===== config.mk =====
export PLATFORM = sky130hd
export DESIGN_NAME = apb4_axil_bridge_flat
export DESIGN_NICKNAME = d
export VERILOG_FILES = /design/src/rtl/apb4_axil_bridge_if.sv /design/src/rtl/apb4_axil_bridge.sv /design/src/flat_wrapper.sv
export SDC_FILE = /design/constraint.sdc
export NUM_CORES = 1
export LEC_CHECK = 0
export ABC_CLOCK_PERIOD_IN_PS = 2900
export CAP_MARGIN = 5
export CORE_AREA = 2 2 102 104
export DETAILED_ROUTE_END_ITERATION = 10
export DIE_AREA = 0 0 104 106
export DONT_BUFFER_PORTS = 1
export HOLD_SLACK_MARGIN = 0.02
export RECOVER_POWER = 100
export SLEW_MARGIN = 5
export SYNTH_ARGS = -nofsm -noshare
export SYNTH_HDL_FRONTEND = slang
export SYNTH_SLANG_ARGS = --single-unit

===== constraint.sdc =====
create_clock -name clk_i -period 2.9 [get_ports clk_i]
set_input_delay 0.435 -clock clk_i [delete_from_list [all_inputs] [get_ports clk_i]]
set_output_delay 0.435 -clock clk_i [all_outputs]
set_load 0.03 [all_outputs]

===== src/rtl/apb4_axil_bridge_if.sv =====
// Bus interfaces for apb4_axil_bridge.
//   apb4_if : APB4 completer-side bus (paddr/pprot/psel/penable/pwrite/pwdata/pstrb
//             from the requester; pready/prdata/pslverr back to it).
//   axil_if : AXI4-Lite bus (AW, W, B, AR, R channels).
// Modports: master drives the request side, slave drives the response side.

interface apb4_if;
  localparam int unsigned AddrW = 32;
  localparam int unsigned DataW = 32;
  localparam int unsigned StrbW = DataW / 8;

  logic [AddrW-1:0] paddr;
  logic [2:0]       pprot;
  logic             psel;
  logic             penable;
  logic             pwrite;
  logic [DataW-1:0] pwdata;
  logic [StrbW-1:0] pstrb;
  logic             pready;
  logic [DataW-1:0] prdata;
  logic             pslverr;

  modport master (
    output paddr, pprot, psel, penable, pwrite, pwdata, pstrb,
    input  pready, prdata, pslverr
  );
  modport slave (
    input  paddr, pprot, psel, penable, pwrite, pwdata, pstrb,
    output pready, prdata, pslverr
  );
endinterface

interface axil_if;
  localparam int unsigned AddrW = 32;
  localparam int unsigned DataW = 32;
  localparam int unsigned StrbW = DataW / 8;

  logic             awvalid;
  logic             awready;
  logic [AddrW-1:0] awaddr;
  logic [2:0]       awprot;
  logic             wvalid;
  logic             wready;
  logic [DataW-1:0] wdata;
  logic [StrbW-1:0] wstrb;
  logic             bvalid;
  logic             bready;
  logic [1:0]       bresp;
  logic             arvalid;
  logic             arready;
  logic [AddrW-1:0] araddr;
  logic [2:0]       arprot;
  logic             rvalid;
  logic             rready;
  logic [DataW-1:0] rdata;
  logic [1:0]       rresp;

  modport master (
    output awvalid, awaddr, awprot, wvalid, wdata, wstrb, bready,
           arvalid, araddr, arprot, rready,
    input  awready, wready, bvalid, bresp, arready, rvalid, rdata, rresp
  );
  modport slave (
    input  awvalid, awaddr, awprot, wvalid, wdata, wstrb, bready,
           arvalid, araddr, arprot, rready,
    output awready, wready, bvalid, bresp, arready, rvalid, rdata, rresp
  );
endinterface


===== src/rtl/apb4_axil_bridge.sv =====
// apb4_axil_bridge: APB4 completer that turns each APB transfer into one
// AXI4-Lite transaction, stretching APB wait states until the AXI response.
// Ports:
//   clk_i   - single clock for both buses
//   rst_i   - synchronous active-high reset
//   apb     - apb4_if.slave, APB requester side
//   mem_axi - axil_if.master, AXI4-Lite initiator side
// Parameter TIMEOUT_CYCLES (1..65535) is used only when APB_AXIL_TIMEOUT_EN
// is defined; the macro adds an AXI response timeout that completes the APB
// transfer with pslverr=1.

module apb4_axil_bridge #(
  parameter int unsigned TIMEOUT_CYCLES = 255
) (
  input logic     clk_i,
  input logic     rst_i,
  apb4_if.slave   apb,
  axil_if.master  mem_axi
);

  typedef enum logic [2:0] {IDLE, WADDR, WRESP, RADDR, RRESP, DONE} state_e;

  state_e      state_q, state_d;
  logic [31:0] addr_q, addr_d;
  logic [2:0]  prot_q, prot_d;
  logic [31:0] wdata_q, wdata_d;
  logic [3:0]  strb_q, strb_d;
  logic        awvalid_q, awvalid_d;
  logic        wvalid_q, wvalid_d;
  logic        arvalid_q, arvalid_d;
  logic        bready_q, bready_d;
  logic        rready_q, rready_d;
  logic        pready_q, pready_d;
  logic        pslverr_q, pslverr_d;
  logic [31:0] prdata_q, prdata_d;
  logic        aw_done_c, w_done_c;
  logic        timeout_c;

  // A channel is done once its valid is low or is being accepted this cycle.
  assign aw_done_c = !awvalid_q || mem_axi.awready;
  assign w_done_c  = !wvalid_q  || mem_axi.wready;

`ifdef APB_AXIL_TIMEOUT_EN
  logic [15:0] cnt_q, cnt_d;
  logic        busy_c;

  // Counter is zero in IDLE/DONE, so it is already cleared on entry to WADDR/RADDR.
  assign busy_c    = (state_q == WADDR) || (state_q == WRESP) ||
                     (state_q == RADDR) || (state_q == RRESP);
  assign cnt_d     = busy_c ? cnt_q + 16'd1 : 16'd0;
  assign timeout_c = busy_c && (cnt_q == 16'(TIMEOUT_CYCLES - 1));

  always_ff @(posedge clk_i) begin
    if (rst_i) cnt_q <= 16'd0;
    else       cnt_q <= cnt_d;
  end
`else
  logic [15:0] unused_timeout;
  assign unused_timeout = 16'(TIMEOUT_CYCLES);
  assign timeout_c      = 1'b0;
`endif

  // Only bit 1 of the AXI response distinguishes error from success.
  logic unused_resp_lsb;
  assign unused_resp_lsb = mem_axi.bresp[0] ^ mem_axi.rresp[0];

  // Next-state and next-output logic.
  always_comb begin
    state_d   = state_q;
    addr_d    = addr_q;
    prot_d    = prot_q;
    wdata_d   = wdata_q;
    strb_d    = strb_q;
    awvalid_d = awvalid_q;
    wvalid_d  = wvalid_q;
    arvalid_d = arvalid_q;
    pready_d  = 1'b0;
    pslverr_d = pslverr_q;
    prdata_d  = prdata_q;

    case (state_q)
      IDLE: begin
        // Only a setup phase starts a transfer; a lingering access phase is ignored.
        if (apb.psel && !apb.penable) begin
          addr_d    = apb.paddr;
          prot_d    = apb.pprot;
          wdata_d   = apb.pwdata;
          strb_d    = apb.pstrb;
          pslverr_d = 1'b0;
          prdata_d  = 32'd0;
          if (apb.pwrite) begin
            state_d   = WADDR;
            awvalid_d = 1'b1;
            wvalid_d  = 1'b1;
          end else begin
            state_d   = RADDR;
            arvalid_d = 1'b1;
          end
        end
      end
      WADDR: begin
        if (mem_axi.awready) awvalid_d = 1'b0;
        if (mem_axi.wready)  wvalid_d  = 1'b0;
        if (aw_done_c && w_done_c) state_d = WRESP;
      end
      WRESP: begin
        if (mem_axi.bvalid) begin
          pslverr_d = mem_axi.bresp[1];
          pready_d  = 1'b1;
          state_d   = DONE;
        end
      end
      RADDR: begin
        if (mem_axi.arready) begin
          arvalid_d = 1'b0;
          state_d   = RRESP;
        end
      end
      RRESP: begin
        if (mem_axi.rvalid) begin
          prdata_d  = mem_axi.rdata;
          pslverr_d = mem_axi.rresp[1];
          pready_d  = 1'b1;
          state_d   = DONE;
        end
      end
      DONE: begin
        pslverr_d = 1'b0;
        prdata_d  = 32'd0;
        state_d   = IDLE;
      end
      default: state_d = IDLE;
    endcase

    // Timeout abandons the AXI transaction and completes APB with an error.
    if (timeout_c) begin
      awvalid_d = 1'b0;
      wvalid_d  = 1'b0;
      arvalid_d = 1'b0;
      pready_d  = 1'b1;
      pslverr_d = 1'b1;
      prdata_d  = 32'd0;
      state_d   = DONE;
    end

    // Responses are also accepted in IDLE so stray/late ones are drained.
    bready_d = (state_d == IDLE) || (state_d == WRESP);
    rready_d = (state_d == IDLE) || (state_d == RRESP);
  end

  // State and output registers.
  always_ff @(posedge clk_i) begin
    if (rst_i) begin
      state_q   <= IDLE;
      addr_q    <= 32'd0;
      prot_q    <= 3'd0;
      wdata_q   <= 32'd0;
      strb_q    <= 4'd0;
      awvalid_q <= 1'b0;
      wvalid_q  <= 1'b0;
      arvalid_q <= 1'b0;
      bready_q  <= 1'b1;
      rready_q  <= 1'b1;
      pready_q  <= 1'b0;
      pslverr_q <= 1'b0;
      prdata_q  <= 32'd0;
    end else begin
      state_q   <= state_d;
      addr_q    <= addr_d;
      prot_q    <= prot_d;
      wdata_q   <= wdata_d;
      strb_q    <= strb_d;
      awvalid_q <= awvalid_d;
      wvalid_q  <= wvalid_d;
      arvalid_q <= arvalid_d;
      bready_q  <= bready_d;
      rready_q  <= rready_d;
      pready_q  <= pready_d;
      pslverr_q <= pslverr_d;
      prdata_q  <= prdata_d;
    end
  end

  assign apb.pready      = pready_q;
  assign apb.pslverr     = pslverr_q;
  assign apb.prdata      = prdata_q;
  assign mem_axi.awvalid = awvalid_q;
  assign mem_axi.awaddr  = addr_q;
  assign mem_axi.awprot  = prot_q;
  assign mem_axi.wvalid  = wvalid_q;
  assign mem_axi.wdata   = wdata_q;
  assign mem_axi.wstrb   = strb_q;
  assign mem_axi.bready  = bready_q;
  assign mem_axi.arvalid = arvalid_q;
  assign mem_axi.araddr  = addr_q;
  assign mem_axi.arprot  = prot_q;
  assign mem_axi.rready  = rready_q;

endmodule


===== src/flat_wrapper.sv =====
// flat-port wrapper written by rule: the top's interface ports become plain ports
module apb4_axil_bridge_flat 
#(
  parameter int unsigned TIMEOUT_CYCLES = 255
)
  (clk_i, rst_i, apb_paddr, apb_pprot, apb_psel, apb_penable, apb_pwrite, apb_pwdata, apb_pstrb, apb_pready, apb_prdata, apb_pslverr, mem_axi_awvalid, mem_axi_awaddr, mem_axi_awprot, mem_axi_wvalid, mem_axi_wdata, mem_axi_wstrb, mem_axi_bready, mem_axi_arvalid, mem_axi_araddr, mem_axi_arprot, mem_axi_rready, mem_axi_awready, mem_axi_wready, mem_axi_bvalid, mem_axi_bresp, mem_axi_arready, mem_axi_rvalid, mem_axi_rdata, mem_axi_rresp);
  apb4_if apb_i ();
  axil_if mem_axi_i ();
  input logic clk_i;
  input logic rst_i;
  input wire logic [$bits(apb_i.paddr)-1:0] apb_paddr;
  input wire logic [$bits(apb_i.pprot)-1:0] apb_pprot;
  input wire logic [$bits(apb_i.psel)-1:0] apb_psel;
  input wire logic [$bits(apb_i.penable)-1:0] apb_penable;
  input wire logic [$bits(apb_i.pwrite)-1:0] apb_pwrite;
  input wire logic [$bits(apb_i.pwdata)-1:0] apb_pwdata;
  input wire logic [$bits(apb_i.pstrb)-1:0] apb_pstrb;
  output wire logic [$bits(apb_i.pready)-1:0] apb_pready;
  output wire logic [$bits(apb_i.prdata)-1:0] apb_prdata;
  output wire logic [$bits(apb_i.pslverr)-1:0] apb_pslverr;
  output wire logic [$bits(mem_axi_i.awvalid)-1:0] mem_axi_awvalid;
  output wire logic [$bits(mem_axi_i.awaddr)-1:0] mem_axi_awaddr;
  output wire logic [$bits(mem_axi_i.awprot)-1:0] mem_axi_awprot;
  output wire logic [$bits(mem_axi_i.wvalid)-1:0] mem_axi_wvalid;
  output wire logic [$bits(mem_axi_i.wdata)-1:0] mem_axi_wdata;
  output wire logic [$bits(mem_axi_i.wstrb)-1:0] mem_axi_wstrb;
  output wire logic [$bits(mem_axi_i.bready)-1:0] mem_axi_bready;
  output wire logic [$bits(mem_axi_i.arvalid)-1:0] mem_axi_arvalid;
  output wire logic [$bits(mem_axi_i.araddr)-1:0] mem_axi_araddr;
  output wire logic [$bits(mem_axi_i.arprot)-1:0] mem_axi_arprot;
  output wire logic [$bits(mem_axi_i.rready)-1:0] mem_axi_rready;
  input wire logic [$bits(mem_axi_i.awready)-1:0] mem_axi_awready;
  input wire logic [$bits(mem_axi_i.wready)-1:0] mem_axi_wready;
  input wire logic [$bits(mem_axi_i.bvalid)-1:0] mem_axi_bvalid;
  input wire logic [$bits(mem_axi_i.bresp)-1:0] mem_axi_bresp;
  input wire logic [$bits(mem_axi_i.arready)-1:0] mem_axi_arready;
  input wire logic [$bits(mem_axi_i.rvalid)-1:0] mem_axi_rvalid;
  input wire logic [$bits(mem_axi_i.rdata)-1:0] mem_axi_rdata;
  input wire logic [$bits(mem_axi_i.rresp)-1:0] mem_axi_rresp;
  assign apb_i.paddr = apb_paddr;
  assign apb_i.pprot = apb_pprot;
  assign apb_i.psel = apb_psel;
  assign apb_i.penable = apb_penable;
  assign apb_i.pwrite = apb_pwrite;
  assign apb_i.pwdata = apb_pwdata;
  assign apb_i.pstrb = apb_pstrb;
  assign apb_pready = apb_i.pready;
  assign apb_prdata = apb_i.prdata;
  assign apb_pslverr = apb_i.pslverr;
  assign mem_axi_awvalid = mem_axi_i.awvalid;
  assign mem_axi_awaddr = mem_axi_i.awaddr;
  assign mem_axi_awprot = mem_axi_i.awprot;
  assign mem_axi_wvalid = mem_axi_i.wvalid;
  assign mem_axi_wdata = mem_axi_i.wdata;
  assign mem_axi_wstrb = mem_axi_i.wstrb;
  assign mem_axi_bready = mem_axi_i.bready;
  assign mem_axi_arvalid = mem_axi_i.arvalid;
  assign mem_axi_araddr = mem_axi_i.araddr;
  assign mem_axi_arprot = mem_axi_i.arprot;
  assign mem_axi_rready = mem_axi_i.rready;
  assign mem_axi_i.awready = mem_axi_awready;
  assign mem_axi_i.wready = mem_axi_wready;
  assign mem_axi_i.bvalid = mem_axi_bvalid;
  assign mem_axi_i.bresp = mem_axi_bresp;
  assign mem_axi_i.arready = mem_axi_arready;
  assign mem_axi_i.rvalid = mem_axi_rvalid;
  assign mem_axi_i.rdata = mem_axi_rdata;
  assign mem_axi_i.rresp = mem_axi_rresp;
  apb4_axil_bridge #(.TIMEOUT_CYCLES(TIMEOUT_CYCLES)) u_core (.clk_i(clk_i), .rst_i(rst_i), .apb(apb_i), .mem_axi(mem_axi_i));
endmodule

Word level (Yosys, flattened, before mapping)
Index checks and enable logic that the tools add are counted.
{"block": "op_classes", "eq_ne": 15, "mux": 27, "n_reduce_logical": 21}
{"op": "$pmux 32 s3", "n": 1}
{"op": "$mux 32", "n": 2}
{"op": "$reduce_and 4->1", "n": 4}
{"op": "$mux 3", "n": 5}
{"op": "$pmux 3 s5", "n": 1}
{"op": "$ne 2x2->1 const B", "n": 7}
{"op": "$mux 1", "n": 12}
{"op": "$eq 3x2->1 const B", "n": 3}
{"op": "$eq 3x3->1 const B", "n": 3}
{"op": "$pmux 1 s2", "n": 4}
{"op": "$logic_not 3->1", "n": 2}
{"op": "$logic_or 1x1->1", "n": 4}
{"op": "$pmux 1 s4", "n": 1}
{"op": "$reduce_bool 2->1", "n": 2}
{"op": "$reduce_bool 4->1", "n": 1}
{"op": "$eq 3x1->1 const B", "n": 1}
{"op": "$logic_not 1->1", "n": 3}
{"op": "$reduce_and 3->1", "n": 1}
{"op": "$reduce_bool 3->1", "n": 1}
{"op": "$logic_and 1x1->1", "n": 2}
{"op": "$mux 2", "n": 1}
{"op": "$ne 2x1->1 const B", "n": 1}
{"op": "$reduce_and 2->1", "n": 1}
{"block": "word_totals", "ff_bits": 113, "in_bits": 117, "wordCells": 76}

Longest topological paths before layout
{"block": "logic_depth", "word_depth": 7, "depth_mapped": 8, "mapped_depth_nobuf": 4}

Least setup slack after synthesis
Ideal clock, no wire load.
{"block": "synth_path", "path_kind": "register -> register", "startpoint": "reg u_core.state_q[0]", "endpoint": "reg u_core.wdata_q[18], in the netlist u_core.mem_axi.wdata[18]", "t_arrival_ns": 1.501, "t_required_ns": 2.767, "slack_ns": 1.266, "path_stages_with_launch": 9, "path_buffers": 4, "period_less_slack_ns": 1.634, "cell_sequence": "dfxtp_1 > buf_6 > or2_1 > buf_2 > or3_1 > buf_6 > buf_6 > nand2_1 > a21oi_1"}
{"block": "synth_via", "elab_chain_len": 2}
{"item": "from (decl)", "line_no": "apb4_axil_bridge.sv:23", "text": "state_e state_q, state_d;"}
{"item": "from (signal assigned)", "line_no": "apb4_axil_bridge.sv:168", "text": "state_q <= state_d;"}
{"item": "$logic_not 3->1", "line_no": "apb4_axil_bridge.sv:81", "text": "case (state_q)"}
{"item": "$reduce_and 2->1 (no line)"}
{"item": "to (signal assigned)", "line_no": "apb4_axil_bridge.sv:171", "text": "wdata_q <= wdata_d;"}
{"item": "to (decl)", "line_no": "apb4_axil_bridge.sv:26", "text": "logic [31:0] wdata_q, wdata_d;"}
Every way passes these cells.
A chain may end at the register's enable or synchronous reset.

Worst setup path in the final report
{"block": "layout_path", "startpoint": "reg u_core.state_q[2]", "endpoint": "reg u_core.prdata_q[7], in the netlist u_core.apb.prdata[7]"}
{"block": "layout_via", "elab_chain_len": 3, "word_cells_on_any_way": 8, "cone_classes": "4 x eq/ne; 1 x mux; 3 x reduce/logical"}
{"item": "$eq 3x3->1 or $logic_not 3->1 (tied branches)", "line_no": "apb4_axil_bridge.sv:81"}
{"item": "$ne 2x2->1 (no line), or another cell as far along"}
{"item": "$reduce_and 3->1 (no line)"}
{"item": "to (signal assigned)", "line_no": "apb4_axil_bridge.sv:180", "text": "prdata_q <= prdata_d;"}
{"item": "to (decl)", "line_no": "apb4_axil_bridge.sv:35", "text": "logic [31:0] prdata_q, prdata_d;"}
Parallel ways exist; a longest one is shown, timed or not.

==> metrics.txt <==
status=complete, no violations; Die W=104 µm; Relative slew margins=0.279; Arr. time, crit path=2.72 ns; startpoint types=flop; PortBufs=0; DR iter-0 viols=195; vias in the first global route=3293; core area=10000 µm²; Worst path depth=5; Reg-to-Reg Start=u_core.state_q[2]$_SDFF_PP0_; Compound-Gate Fraction of Synth Area=0.141; CTS Hold Bufs=2; TNS Setup=0 ns; layout cells sized above 1=0.0906; combinational fraction of design power=0.065; number of H-tree levels=4; net switching power=1.15 mW; xor and xnor fraction of the mapped netlist area=0; CTS tree=done; crit-path cells=or4b_1 > a21oi_4 > clkbuf_2 > nand3_1 > o21ai_0; Final Routed Wirelength=10500 µm; Slew Viols, Final=0; HPWL Detailed=7200 µm; Inst Count DP=610; Wirelength per Cell=16.3 µm; CTS Buffer Depth=2; Crit Path Category=flop to flop; fin area=4810 µm²; syn_nets=660; Nets=612; drt pass-1 iters=4; Slew @ Worst Pin=1.08 ns; Area Overhead vs Synth=5.20%; Max FO, Critical Path=27; mux cell area share after synthesis=0.00219; Yosys cell types=35; clk_lat worst skew=0.50 ns; # Post-CTS Setup Buffers=0; Hold Vio Cnt, Final=0; Setup crit start=u_core.state_q[2]$_SDFF_PP0_; WP buf/inv=1; Final ANT Viol Nets=0; register area share after synthesis=0.495; max_cap viols=0; final setup margin=0.599 ns; via count=3349; clock share of power=0.459; area post-placement=4260 µm²; Via density=5.20; Net Sw Frac=0.287; clock slew at reported path FFs=0.06 ns; cell leakage power=1.63 nW; post-synth design cell area=4570 µm²; CP delay by family, top=simple AND/OR/NAND/NOR gates; sequential share of power=0.476; Post-Synth Simple-Gate Area=0.236; # fillers=960; pwr dens=832 nW/µm²; Clock Skew=0.00513 ns; internal power=2.86 mW; flops & latches, synth=113; Synth Instances=543; CP max-delay cell=or4b_1; Peak supply drop=0.000298 V; CP endpoint=u_core.apb.prdata[7]$_SDFFE_PP0P_; I/O pin cnt=262; pin count of the biggest net entering global routing=76; row cnt=37; post-cts resize count=0; initial antenna violation count=0; fin cells=644; top achievable clock speed=435 MHz; Die Footprint=11000 µm²; first-pass GRT wire length=16500 µm; R2R setup slack=0.60 ns; Final min period=2.30 ns; adder-cell share of the synthesized area=0; GRT Total Usage=0.188; pre-CTS setup slack=0.742 ns; Worst EP required=3.32 ns; Synth Area per Inst=8.42 µm²; unrepaired setup endpoints after global routing=false; starting density of the core=0.457; Tcrit/Tclk final=0.793; Critical R2R Capture=u_core.apb.prdata[7]$_SDFFE_PP0P_; Hold Crit Class=primary input to flop; CTS Buf Count=17; chip height=106 µm; largest stage delay on the critical path=0.61 ns; most common cell after layout, fill and taps aside=nand2_1; largest family of logic cells by synthesized area=simple AND/OR/NAND/NOR gates; TritonCTS Sinks=113; total global routing overflow=0; CTS root buf=clkbuf_8; drc violations=0; RD Place Congestion=0.748; FF-to-FF path depth=5; Syn. warnings=0; Final setup viols=0; most frequent cells in the layout=nand2_1 (147), dfxtp_1 (113), a21oi_1 (76), nand2b_1 (36); CP Capture Type=flop; n_diodes=0
## state kept, by name, indices dropped and copies added, names as in the netlist, 3 cells and up
name,flops
u_core.apb.prdata,32
u_core.mem_axi.araddr,32
u_core.mem_axi.wdata,32
u_core.mem_axi.wstrb,4
u_core.mem_axi.arprot,3
u_core.state_q,3
## metrics by stage
stage	hold WS [ns]	util	power, mW
6_report	0.0707	0.481	4.00
3_3_place_gp	0.515	0.426	2.18
3_5_place_dp	0.518	0.426	2.19
4_1_cts	0.0395	0.483	4.07
5_1_grt	0.0413	0.481	4.18
2_1_floorplan	0.540	-	2.22
## cell families (layout without fill, tap and decap cells)
| kind of cell | Yosys count | in the layout |
|---|---|---|
| flops | 113 | 113 |
| buf+inv | 77 | 42 |
| compound gates | 118 | 118 |
| simple gates | 234 | 234 |
| mux | 1 | 1 |
## worst min path at each step
stage	slack [ns]	start	endpoint	cells after the start
2_1_floorplan	0.54	u_core.state_q[0]$_SDFF_PP0_	u_core.apb.pslverr$_SDFFE_PP0P_	2
3_5_place_dp	0.52	rst_i	u_core.mem_axi.wdata[19]$_SDFFE_PP0P_	1
5_1_grt	0.04	apb_pwdata[16]	u_core.mem_axi.wdata[16]$_SDFFE_PP0P_	2
4_1_cts	0.04	apb_paddr[22]	u_core.mem_axi.araddr[22]$_SDFFE_PP0P_	2
6_report	0.07	mem_axi_rdata[12]	u_core.apb.prdata[12]$_SDFFE_PP0P_	2
3_3_place_gp	0.51	rst_i	u_core.mem_axi.wdata[14]$_SDFFE_PP0P_	1
## worst register-to-register path, stage by stage, from the launching register on
cell and delay [ns]:
dfxtp_1 0.42, or4b_1 0.61, a21oi_4 0.50, clkbuf_2 0.46, nand3_1 0.14, o21ai_0 0.10
## power groups by stage
| stage | Sequential [mW] | Combinational, mW | Clock [mW] |
|---|---|---|---|
| 2_1_floorplan | 1.85 | 0.373 | 0 |
| 3_5_place_dp | 1.94 | 0.250 | 0 |
| 6_report | 1.90 | 0.262 | 1.84 |
| 5_1_grt | 1.91 | 0.298 | 1.97 |
| 3_3_place_gp | 1.94 | 0.239 | 0 |
| 4_1_cts | 1.91 | 0.271 | 1.89 |
## layer usage
metal	wire (µm)	track usage	share of wire	vias up
met3	1020	0.0840	0.097	21
met5	0	0	0	-
met2	5170	0.307	0.49	164
met4	214	0.0898	0.020	0
met1	4120	0.211	0.39	1504
li1	-	-	-	1660
## synthesized netlist by cell type, drive strengths merged
library cell / n / area share
a21bo: 1 / 0.0022
a21o: 1 / 0.0016
a21oi: 77 / 0.085
a22oi: 1 / 0.0016
a31o: 1 / 0.0019
a31oi: 1 / 0.0047
a32oi: 1 / 0.0019
buf: 58 / 0.11
clkbuf: 17 / 0.014
dfxtp: 113 / 0.49
inv: 2 / 0.0016
mux2i: 1 / 0.0022
nand2: 147 / 0.12
nand2b: 36 / 0.049
nand3: 32 / 0.035
nor2: 6 / 0.0049
nor2b: 1 / 0.0014
nor3: 3 / 0.0068
nor3b: 1 / 0.0016
nor4bb: 3 / 0.0066
o21ai: 33 / 0.036
o22a: 1 / 0.0019
o41ai: 1 / 0.0036
or2: 1 / 0.0014
or3: 1 / 0.0014
or4: 1 / 0.0016
or4b: 2 / 0.0052
## area by class of cell
cell class	count	area (µm²)	area share
tap	136	170	0.0354
inverter	2	7.51	0.00156
timing repair buffer	8	105	0.0218
multi-input combinational	353	1730	0.360
sequential	113	2260	0.470
clock inverter	13	114	0.0237
clock buffer	19	422	0.0876
No activity file was read; power rests on OpenSTA's default activity.
